## config.mk

```make
export PLATFORM = sky130hd
export DESIGN_NAME = interval_timer_ctrl
export DESIGN_NICKNAME = d
export VERILOG_FILES = /design/src/rtl/timer_pkg.sv /design/src/rtl/timer_prescaler.sv /design/src/rtl/interval_timer_ctrl.sv
export SDC_FILE = /design/constraint.sdc
export NUM_CORES = 1
export LEC_CHECK = 0
export ABC_AREA = 1
export CORE_UTILIZATION = 30
export DETAILED_ROUTE_END_ITERATION = 16
export GPL_ROUTABILITY_DRIVEN = 0
export GPL_TIMING_DRIVEN = 0
export PLACE_DENSITY = 0.5
export SETUP_SLACK_MARGIN = 0.15
export SYNTH_ARGS = -nofsm -noshare
export SYNTH_HDL_FRONTEND = slang
export SYNTH_SLANG_ARGS = --single-unit
```

## constraint.sdc

```tcl
create_clock -name clk -period 4.1 [get_ports clk]
set_input_delay 0.82 -clock clk [delete_from_list [all_inputs] [get_ports clk]]
set_output_delay 0.82 -clock clk [all_outputs]
set_load 0.03 [all_outputs]
```

## src/rtl/timer_pkg.sv

```systemverilog
// Shared definitions for the interval timer: FSM state encoding and default widths.
package timer_pkg;

    localparam int CNT_W_DEF   = 32;
    localparam int PRESC_W_DEF = 8;

    localparam logic [CNT_W_DEF-1:0] COUNT_MAX = '1;

    typedef enum logic [1:0] {
        ST_IDLE = 2'd0,
        ST_RUN  = 2'd1,
        ST_DONE = 2'd2
    } state_e;

endpackage

```

## src/rtl/timer_prescaler.sv

```systemverilog
// Clock divider: counts 0..prescale while enabled and pulses tick for one cycle
// on the terminal value, then reloads 0. Clear has priority over enable.
module timer_prescaler
    import timer_pkg::*;
#(
    parameter int PRESC_W = PRESC_W_DEF
) (
    input  logic               clk,
    input  logic               reset,
    input  logic               clear,
    input  logic               enable,
    input  logic [PRESC_W-1:0] prescale,
    output logic               tick
);

    logic [PRESC_W-1:0] presc_cnt;

    assign tick = enable && (presc_cnt == prescale);

    always_ff @(posedge clk or posedge reset) begin
        if (reset) begin
            presc_cnt <= '0;
        end else if (clear) begin
            presc_cnt <= '0;
        end else if (enable) begin
            if (presc_cnt == prescale) begin
                presc_cnt <= '0;
            end else begin
                presc_cnt <= presc_cnt + PRESC_W'(1);
            end
        end
    end

endmodule

```

## src/rtl/interval_timer_ctrl.sv

```systemverilog
// Interval timer controller: owns counter enable/clear, period compare, FSM
// sequencing (IDLE/RUN/DONE) and the sticky irq/overrun flags.
module interval_timer_ctrl
    import timer_pkg::*;
#(
    parameter int CNT_W   = CNT_W_DEF,
    parameter int PRESC_W = PRESC_W_DEF
) (
    input  logic               clk,
    input  logic               reset,
    input  logic               start,
    input  logic               stop,
    input  logic               periodic,
    input  logic [CNT_W-1:0]   period,
    input  logic [PRESC_W-1:0] prescale,
    input  logic               irq_ack,
    output logic [CNT_W-1:0]   count,
    output logic               running,
    output logic               done,
    output logic               irq,
    output logic               overrun,
    output logic [1:0]         state_dbg
);

    localparam logic [1:0] S_IDLE = ST_IDLE;
    localparam logic [1:0] S_RUN  = ST_RUN;
    localparam logic [1:0] S_DONE = ST_DONE;

    logic [1:0]         state;
    logic [1:0]         state_next;
    logic [CNT_W-1:0]   period_lat;
    logic [PRESC_W-1:0] prescale_lat;
    logic               periodic_lat;

    logic do_start;
    logic presc_en;
    logic presc_clr;
    logic tick;
    logic expiry;

    // stop dominates a simultaneous start; neither lets a tick through that cycle
    assign do_start  = start && !stop;
    assign presc_clr = start || stop;
    assign presc_en  = (state == S_RUN) && !start && !stop;
    assign expiry    = tick && (count == period_lat);
    assign state_dbg = state;

    timer_prescaler #(
        .PRESC_W (PRESC_W)
    ) u_prescaler (
        .clk      (clk),
        .reset    (reset),
        .clear    (presc_clr),
        .enable   (presc_en),
        .prescale (prescale_lat),
        .tick     (tick)
    );

    always_comb begin
        state_next = state;
        case (state)
            S_IDLE: if (do_start) state_next = S_RUN;
            S_RUN: begin
                if (stop)                         state_next = S_IDLE;
                else if (start)                   state_next = S_RUN;
                else if (expiry && !periodic_lat) state_next = S_DONE;
            end
            S_DONE: begin
                if (stop)       state_next = S_IDLE;
                else if (start) state_next = S_RUN;
            end
            default: state_next = S_IDLE;
        endcase
    end

    always_ff @(posedge clk or posedge reset) begin
        if (reset) begin
            state        <= S_IDLE;
            running      <= 1'b0;
            done         <= 1'b0;
            period_lat   <= '0;
            prescale_lat <= '0;
            periodic_lat <= 1'b0;
        end else begin
            state   <= state_next;
            running <= (state_next == S_RUN);
            done    <= (state_next == S_DONE);
            if (do_start) begin
                period_lat   <= period;
                prescale_lat <= prescale;
                periodic_lat <= periodic;
            end
        end
    end

    // compare precedes increment, so count never passes period_lat (no wrap at max)
    always_ff @(posedge clk or posedge reset) begin
        if (reset) begin
            count <= '0;
        end else if (do_start) begin
            count <= '0;
        end else if (tick) begin
            if (count == period_lat) begin
                if (periodic_lat) count <= '0;
            end else begin
                count <= count + CNT_W'(1);
            end
        end
    end

    always_ff @(posedge clk or posedge reset) begin
        if (reset) begin
            irq     <= 1'b0;
            overrun <= 1'b0;
        end else begin
            if (expiry) begin
                irq <= 1'b1;
            end else if (irq_ack && !start && !stop) begin
                irq <= 1'b0;
            end
            if (do_start) begin
                overrun <= 1'b0;
            end else if (expiry && irq && !irq_ack) begin
                overrun <= 1'b1;
            end
        end
    end

endmodule

```

==> results of run 1 <==
[worst paths after layout]
path / cells after the start / endpoint / slack, ns / from
max: 7 / count[30] / 1.12 / start
min: 2 / prescale_lat[1] / 0.49 / prescale_lat[1]
max reg2reg: 12 / count[25] / 1.70 / count[3]
min reg2reg: 2 / prescale_lat[1] / 0.49 / prescale_lat[1]
max in group asynchronous: 3 / count[23] / 2.61 / reset
min in group asynchronous: 2 / period_lat[1] / 0.83 / reset
[cell families (layout without fill, tap and decap cells)]
logic type | count (synthesis) | count (layout) | synth area share [%]
AOI/OAI and AO/OA | 69 | 69 | 7.134
xor gates and xnor gates | 30 | 30 | 5.238
adders and majority gates | 2 | 2 | 0.4988
buffers and inverters | 102 | 202 | 8.057
DFF | 87 | 87 | 43.40
and+or+nand+nor | 445 | 445 | 35.67
[stage by stage]
stage	utilization (%)	power [mW]	worst slack, ns
finish	40.22	2.144	1.117
global route	40.22	2.256	0.8809
CTS	40.22	2.176	1.071
detailed placement	38.14	1.242	0.7083
global placement	37.96	1.232	-0.5750
floorplan	-	1.124	1.030
[power groups by stage]
stage                     logic, mW  registers (mW)  clock network, mW
after floorplan               0.158           0.966                  0
after global routing          0.307           0.960              0.989
final                         0.267           0.953              0.924
after global placement        0.265           0.967                  0
after detailed placement      0.273           0.968                  0
after CTS                     0.274           0.953              0.949
[layout make-up]
class                   count  area (sq um)  share of cell area [%]
plain buffers              19         92.59                   1.429
clock buffers              12         256.5                   3.958
clock inverters             4         77.57                   1.197
inverters                  83         314.1                   4.846
multi-input cells         546          2435                   37.57
flip-flops and latches     87          2177                   33.59
well taps                 216         270.3                   4.170
repair buffers             84         858.3                   13.24
[layout by cell type (no fill, tap or decap), drive strengths merged, types with 2 or more instances in the layout]
cell / netlist / final
buf: 8 / 9
o22ai: 4 / 4
clkbuf: 11 / 23
bufinv: 0 / 2
nor2: 80 / 80
or2: 3 / 3
nand4: 19 / 19
xor2: 21 / 21
o21ai: 63 / 63
nand3: 26 / 26
dfrtp: 87 / 87
nand2: 298 / 298
nor3: 19 / 19
ha: 2 / 2
inv: 82 / 82
clkinv: 1 / 3
clkdlybuf4s50: 0 / 83
xnor2: 9 / 9
[layer usage]
layer  vias up  global-route usage [%]  wire (um)
li1       2483                       -          -
met1      2295                   23.07       6811
met2       129                   29.67       6952
met3        28                   3.897        735
met4         0                   7.946        403
met5         -                       0          0
[sequential cells by signal, indices dropped and copies added (netlist names)]
register,cells
u_prescaler.presc_cnt,8
count,32
irq,1
state_dbg,2
running,1
overrun,1
prescale_lat,8
periodic_lat,1
period_lat,32
done,1
[worst max-delay path: stages]
cell and delay (ns):
clkdlybuf4s50_1 0.49, inv_1 0.08, nor2_1 0.69, clkinv_1 0.48, clkbuf_1 0.35, nand4_1 0.17
o21ai_0 0.11
==> results.py, run 1 <==
metrics = {
    "detailed_routing": {
        "routedWlPerCell_um": 14.18,
        "dr.pass1.iters": 6,
        "drc": 0,
        "via_per_inst": 4.696,
        "drtAntennaViolNets": 0,
        "drtIter0Drc": 304,
        "vias": 4935,
        "routed_wl_mm": 14.90,
    },
    "logic_synthesis": {
        "syn_area_sq_um": 5016,
        "netlist_instances": 735,
        "avgSynthCellArea_sq_um": 6.825,
        "synth_most_common_cell": "nand2_1",
        "ys_top_cells_by_area": "dfrtp_1, nand2_1, nor2_1",
        "yosys.area.top_type_share_pct": 43.40,
        "seq_area_frac_synth_pct": 43.40,
        "yosys_warnings": 0,
        "yosys-top-cells-count": "nand2_1, dfrtp_1, nor2_1, inv_1, o21ai_0",
        "async_flop_share_pct": 100.0,
        "synth_cell_types": 24,
        "yosys_most_used_dff": "dfrtp_1",
        "synth_edf_count": 0,
        "synth_top_area_cell": "dfrtp_1",
        "synth.net_count": 783,
        "ys_seq_elements": 87,
    },
    "global_routing": {
        "grt.overflow.total": 0,
        "grt_pass1_wl_mm": 24.80,
        "grtUsageTotal_pct": 18.17,
        "antenna_found_initial": 0,
        "grt_max_degree": 56,
        "grt_pass1_vias": 4867,
    },
    "clock_tree": {
        "post_cts_buffers": 0,
        "clk_latency_ns": 0.36,
        "cts_resized": 0,
        "cts_hold_buf": 0,
        "htreeDepth": 3,
        "tritoncts": "yes",
        "clock-root-buffer": "clkbuf_16",
        "clk_path_buf_depth": 2,
        "cts_made_buffers": 9,
        "clkTransAtPathRegs_ns": 0.06,
        "clock-sinks": 87,
    },
    "finish": {
        "final_area_sq_um": 6481,
        "nets": 878,
        "layout-drive-gt1-share_pct": 4.311,
        "final_cells": 1051,
        "diodes": 0,
        "area_growth_pct": 29.21,
        "fill_cells": 1718,
    },
    "power": {
        "swShare_pct": 25.45,
        "p_comb_share_pct": 12.5,
        "p_int_mw": 1.599,
        "clock_power_share_pct": 43.1,
        "p_leak_nw": 2.844,
        "power_density_nw_per_um2": 330.8,
        "p_switching_mw": 0.5457,
        "ir_worst_vdd_mv": 0.1979,
        "p_seq_share_pct": 44.4,
    },
    "floorplanning": {
        "die_y_um": 131.3,
        "ios": 84,
        "num_rows": 46,
        "dieArea_sq_um": 17240,
        "core_area_sq_um": 16120,
        "start_util_pct": 31.13,
        "die_w_um": 131.3,
    },
    "placed_design": {
        "place_inst": 1035,
        "hpwl_mm": 11.54,
        "io_buffers": 83,
        "place_area_sq_um": 6147,
    },
    "sta": {
        "fin_crit_ns": 2.983,
        "rsz0062_at_grt": "false",
        "slew_headroom_pct": 39.81,
        "tightest_slew_ns": 0.8996,
        "whs_ns": 0.4921,
        "period_share_pct": 72.76,
        "setup_violations": 0,
        "drv_slew": 0,
        "max_freq_ghz": 0.3352,
        "hold_violations": 0,
        "skew_ns": 0.009006,
        "tns_ns": 0,
    },
    "worst_setup_path": {
        "cp.arrival_ns": 3.19,
        "start_kind": "input port",
        "required_ns": 4.31,
        "cp-end-kind": "register",
        "crit_path_max_fanout": 10,
        "critPathKind": "in -> reg",
    },
    "status": {
        "status": "finished, final reports clean",
    },
    "run": {
        "cap_viol_max_count": 0,
    },
    "min_path": {
        "hp-class": "reg -> reg",
    },
}
Note: power is estimated with default switching activity, not from simulation.
==> run 2, diff against run 1 <==
--- a/config.mk
+++ b/config.mk
@@ -10,7 +10,7 @@
 export DETAILED_ROUTE_END_ITERATION = 16
 export GPL_ROUTABILITY_DRIVEN = 0
 export GPL_TIMING_DRIVEN = 0
-export PLACE_DENSITY = 0.5
+export PLACE_DENSITY = 0.52
 export SETUP_SLACK_MARGIN = 0.15
 export SYNTH_ARGS = -nofsm -noshare
 export SYNTH_HDL_FRONTEND = slang
==> constraint.sdc (replaced) <==
create_clock -name clk -period 2.5 [get_ports clk]
set_input_delay 0.5 -clock clk [delete_from_list [all_inputs] [get_ports clk]]
set_output_delay 0.5 -clock clk [all_outputs]
set_load 0.03 [all_outputs]
==> run 2 against run 1 <==
Against the previous run: core utilization rose by 0.21 points; register-to-register slack worse by 1.3 ns; count of clock-buffer cells in the layout shrank 2; setup slack got worse by 0.74 ns; global-route usage is 0.064 points lower; cell area is 0.52% higher; clock skew up 0.0028 ns; non-clock buffer count grew 5.
==> results.py, run 2 (synthesis results as in run 1) <==
metrics = {
    "global_routing": {
        "grt.overflow.total": 0,
        "antenna_found_initial": 0,
        "grt_pass1_wl_mm": 24.67,
        "grt_pass1_vias": 4657,
        "grt_max_degree": 36,
        "grtUsageTotal_pct": 18.11,
    },
    "power": {
        "p_leak_nw": 2.843,
        "p_int_mw": 2.373,
        "p_seq_share_pct": 47.6,
        "clock_power_share_pct": 38.9,
        "p_comb_share_pct": 13.6,
        "power_density_nw_per_um2": 505.1,
        "ir_worst_vdd_mv": 0.3203,
        "p_switching_mw": 0.9176,
        "swShare_pct": 27.89,
    },
    "floorplanning": {
        "dieArea_sq_um": 17240,
        "ios": 84,
        "die_w_um": 131.3,
        "core_area_sq_um": 16120,
        "die_y_um": 131.3,
        "num_rows": 46,
        "start_util_pct": 31.13,
    },
    "detailed_routing": {
        "dr.pass1.iters": 5,
        "vias": 4774,
        "drtIter0Drc": 326,
        "drc": 0,
        "routedWlPerCell_um": 14.00,
        "via_per_inst": 4.521,
        "routed_wl_mm": 14.78,
        "drtAntennaViolNets": 0,
    },
    "sta": {
        "slew_headroom_pct": 60.14,
        "rsz0062_at_grt": "false",
        "skew_ns": 0.01180,
        "tns_ns": 0,
        "drv_slew": 0,
        "setup_violations": 0,
        "tightest_slew_ns": 0.5933,
        "hold_violations": 0,
        "fin_crit_ns": 2.128,
        "period_share_pct": 85.11,
        "max_freq_ghz": 0.4700,
        "layout_setup_ws_ns": 0.3724,
    },
    "clock_tree": {
        "cts_hold_buf": 0,
        "clock-sinks": 87,
        "tritoncts": "yes",
        "clock-root-buffer": "clkbuf_16",
        "htreeDepth": 3,
        "clk_latency_ns": 0.35,
        "clk_path_buf_depth": 2,
        "clkTransAtPathRegs_ns": 0.06,
        "cts_made_buffers": 9,
    },
    "worst_setup_path": {
        "start_kind": "register",
        "crit_buf_inv": 1,
        "required_ns": 2.00,
        "r2r_slack_ns": 0.39,
        "critical-path-slowest-cell": "clkdlybuf4s50_1",
        "path_cells": "clkdlybuf4s50_1",
        "crit_path_max_fanout": 7,
        "cp.arrival_ns": 1.63,
        "max_stage_delay_ns": 0.74,
        "critPathKind": "reg -> out",
        "cp-end-kind": "primary output",
        "cp_top_family": "buffers and inverters",
        "r2r_start": "count[2]",
        "reg2reg_depth": 10,
        "reg2reg_to": "count[24]",
    },
    "status": {
        "status": "finished, final reports clean",
    },
    "finish": {
        "nets": 883,
        "final_cells": 1056,
        "layout_top_registers": "count: 32 flops, period_lat: 32 flops",
        "multiInputGateArea_sq_um": 2462,
        "final_area_sq_um": 6515,
        "final_common_cell": "nand2_1",
        "layout-drive-gt1-share_pct": 5.833,
        "diodes": 0,
        "seqCellArea_sq_um": 2180,
        "utilization_pct": 40.43,
        "final_cell_mix": "nand2_1, dfrtp_1, clkdlybuf4s50_1",
        "fill_cells": 1717,
        "area_growth_pct": 29.88,
    },
    "min_path": {
        "min_path_cells": 2,
        "hp-class": "reg -> reg",
        "holdCritStartpoint": "prescale_lat[7]",
        "min_to": "prescale_lat[7]",
    },
    "placed_design": {
        "post-place-ws_ns": -0.4889,
        "hpwl_mm": 11.37,
        "place_area_sq_um": 6161,
        "place_inst": 1036,
        "io_buffers": 83,
    },
    "run": {
        "cap_viol_max_count": 0,
    },
}
==> run 2: changes by cell type in the layout (fill, tap and decap cells not counted), sizes merged <==
cell,previous run,this run
buf,9,14
clkinvlp,0,3
bufinv,2,0
clkbuf,23,21
clkinv,3,4
==> run 2: area by class of cell <==
| class | count | share of cell area, % |
|---|---|---|
| Multi-Input combinational cell | 546 | 37.80 |
| Sequential cell | 87 | 33.45 |
| Timing Repair Buffer | 89 | 13.83 |
| Inverter | 83 | 4.840 |
| Tap cell | 216 | 4.148 |
| Clock buffer | 10 | 3.515 |
| Buffer | 19 | 1.709 |
| Clock inverter | 6 | 0.7106 |
==> run 2: through the flow <==
step,hold slack [ns],power (mW)
after global routing,0.5252,3.456
after global placement,0.4784,2.024
final,0.4946,3.291
after detailed placement,0.4797,2.035
after floorplan,0.4610,1.843
after CTS,0.4978,3.333
==> run 2: worst max path at each step <==
stage	from	end	cells past startpoint
floorplan	count[10]	count[18]	12
detailed placement	start	prescale_lat[7]	7
global placement	start	prescale_lat[7]	7
global route	count[2]	count[16]	11
CTS	count[3]	count[9]	12
finish	count[22]	count[22]	1
==> run 2: power by group through the flow <==
stage	logic [mW]	registers [mW]	clock network, mW
6_report	0.447	1.57	1.28
5_1_grt	0.517	1.58	1.36
2_1_floorplan	0.260	1.58	0
3_3_place_gp	0.435	1.59	0
3_5_place_dp	0.447	1.59	0
4_1_cts	0.449	1.56	1.32
==> run 2: repair_timing <==
item / in CTS / in global routing
resized for setup: 3 / 12
endpoints found under the setup margin: 40 / 32
endpoints found under the hold margin: 0 / 0
buffers inserted: 0 / 4
cloned: 0 / 0
pin swaps: 0 / 2
==> run 2: layer usage <==
layer	global-route usage [%]	vias to the layer above	part of all wire [%]
li1	-	2490	-
met1	24.88	2183	49
met2	28.87	90	46
met4	4.845	0	1.1
met5	0	-	0
met3	3.627	11	4.0
==> run 3, diff against run 2 <==
--- a/config.mk
+++ b/config.mk
@@ -6,12 +6,13 @@
 export NUM_CORES = 1
 export LEC_CHECK = 0
 export ABC_AREA = 1
+export CAP_MARGIN = 20
 export CORE_UTILIZATION = 30
 export DETAILED_ROUTE_END_ITERATION = 16
 export GPL_ROUTABILITY_DRIVEN = 0
-export GPL_TIMING_DRIVEN = 0
 export PLACE_DENSITY = 0.52
 export SETUP_SLACK_MARGIN = 0.15
+export SKIP_CTS_REPAIR_TIMING = 1
 export SYNTH_ARGS = -nofsm -noshare
 export SYNTH_HDL_FRONTEND = slang
 export SYNTH_SLANG_ARGS = --single-unit
==> run 3 against run 2 <==
Against the previous run: clock power is essentially flat; die area stayed put; setup slack got worse by 0.011 ns; largest cell class unchanged; combinational power down 4%; non-clock buffer count fell by 9; global-route usage decreased by 0.95 points.
==> results.py, run 3 (synthesis results as in run 1) <==
metrics = {
    "detailed_routing": {
        "drtIter0Drc": 283,
        "top_layer_used": "met4",
        "wl_met2_mm": 6.378,
        "routed_wl_mm": 14.00,
        "drtAntennaViolNets": 0,
        "dr.pass1.iters": 5,
        "dr_wl_met3_um": 603,
        "vias": 4691,
        "via_per_inst": 4.480,
        "drc": 0,
        "routedWlPerCell_um": 13.37,
        "drt-met1-wl_mm": 6.832,
    },
    "power": {
        "ir_worst_vdd_mv": 0.3728,
        "p_seq_share_pct": 47.9,
        "p_comb_share_pct": 13.2,
        "p_switching_mw": 0.8702,
        "swShare_pct": 26.66,
        "power_density_nw_per_um2": 502.8,
        "p_leak_nw": 2.842,
        "clock_power_share_pct": 39.0,
        "p_int_mw": 2.394,
    },
    "worst_setup_path": {
        "start_kind": "register",
        "r2r_start": "count[0]",
        "startpoint": "count[0]",
        "path_cells": "clkdlybuf4s50_1",
        "crit_path_max_fanout": 8,
        "required_ns": 2.00,
        "r2r_slack_ns": 0.42,
        "cp_top_family": "buffers and inverters",
        "cp-end-kind": "primary output",
        "cp.depth": 1,
        "max_stage_delay_ns": 0.74,
        "crit_buf_inv": 1,
        "reg2reg_to": "count[30]",
        "critPathKind": "reg -> out",
        "cp.arrival_ns": 1.64,
        "critical-path-slowest-cell": "clkdlybuf4s50_1",
        "reg2reg_depth": 12,
    },
    "global_routing": {
        "grt_pass1_vias": 4548,
        "grt.overflow.total": 0,
        "antenna_found_initial": 0,
        "grt_max_degree": 76,
        "grt_pass1_wl_mm": 23.43,
        "grtUsageTotal_pct": 17.16,
    },
    "floorplanning": {
        "core_area_sq_um": 16120,
        "num_rows": 46,
        "die_y_um": 131.3,
        "ios": 84,
        "start_util_pct": 31.13,
        "dieArea_sq_um": 17240,
        "die_w_um": 131.3,
    },
    "sta": {
        "rsz0062_at_grt": "false",
        "period_share_pct": 85.56,
        "layout_setup_ws_ns": 0.3611,
        "skew_ns": 0.007835,
        "tightest_slew_ns": 0.4440,
        "setup_violations": 0,
        "slew_headroom_pct": 70.29,
        "tns_ns": 0,
        "fin_crit_ns": 2.139,
        "drv_slew": 0,
        "hold_violations": 0,
        "max_freq_ghz": 0.4675,
    },
    "placed_design": {
        "hpwl_mm": 10.62,
        "io_buffers": 83,
        "post-place-ws_ns": 0.2753,
        "place_area_sq_um": 6201,
    },
    "finish": {
        "diodes": 0,
        "final_cell_mix": "nand2_1, clkdlybuf4s50_1, dfrtp_1",
        "layout-drive-gt1-share_pct": 6.137,
        "final_common_cell": "nand2_1",
        "utilization_pct": 40.28,
        "nets": 874,
        "final_area_sq_um": 6491,
        "area_growth_pct": 29.41,
        "layout_top_registers": "count: 32 flops, period_lat: 32 flops",
    },
    "clock_tree": {
        "clock-sinks": 87,
        "clk_latency_ns": 0.35,
        "cts_made_buffers": 9,
        "clkTransAtPathRegs_ns": 0.06,
        "htreeDepth": 3,
        "clk_path_buf_depth": 2,
        "tritoncts": "yes",
        "clock-root-buffer": "clkbuf_16",
    },
    "run": {
        "cap_viol_max_count": 0,
    },
    "min_path": {
        "hp-class": "in -> async",
    },
    "status": {
        "status": "finished, final reports clean",
    },
}
## run 3: cell count changes in the layout (fill, tap and decap cells not counted), moves of 2 or more
cell,before,now
clkbuf_1,11,2
dfrtp_2,2,5
buf_4,6,13
buf_6,4,0
dfrtp_1,85,82
nor2_1,75,77
nor2_2,3,1
## run 3: worst reg2reg max path, stage by stage (launching register included)
cell,delay [ns]
dfrtp_1,0.56
inv_1,0.10
nand2_1,0.07
nand2_1,0.04
nor2_1,0.13
nand2_1,0.09
nor2_1,0.12
nand2_1,0.10
nor2_4,0.21
nand2_1,0.13
o21ai_4,0.11
buf_12,0.21
o21ai_0,0.11
## run 3: worst max path at each step
stage and endpoint:
2_1_floorplan count[18], 3_3_place_gp count[30], 3_5_place_dp count[5], 4_1_cts count[18], 5_1_grt count[30], 6_report count[0]
## run 3: power groups by stage
stage          Sequential [mW]  Combinational (mW)  Clock [mW]
2_1_floorplan             1.58               0.260           0
3_3_place_gp              1.59               0.434           0
3_5_place_dp              1.59               0.439           0
4_1_cts                   1.56               0.441        1.32
5_1_grt                   1.57               0.499        1.37
6_report                  1.56               0.430        1.27
## run 3: cell type report
class                      count  area [sq um]
timing repair buffer          99         988.4
tap                          216         270.3
multi-input combinational    546          2457
fill                        1737          9624
sequential                    87          2183
inverter                      83         315.3
clock inverter                 4         30.03
clock buffer                  12         246.5
## run 3: per-layer routing
layer / global-route usage, % / up-vias
li1: - / 2470
met4: 4.393 / 0
met5: 0 / -
met2: 27.57 / 100
met1: 23.35 / 2105
met3: 3.627 / 16
## run 3: per-stage QoR
step	power (mW)	hold slack, ns	instances
6_report	3.264	0.4685	1047
5_1_grt	3.446	0.4894	1047
4_1_cts	3.321	0.4660	1047
3_5_place_dp	2.027	0.4794	1031
3_3_place_gp	2.021	0.4764	1031
2_1_floorplan	1.843	0.4610	735
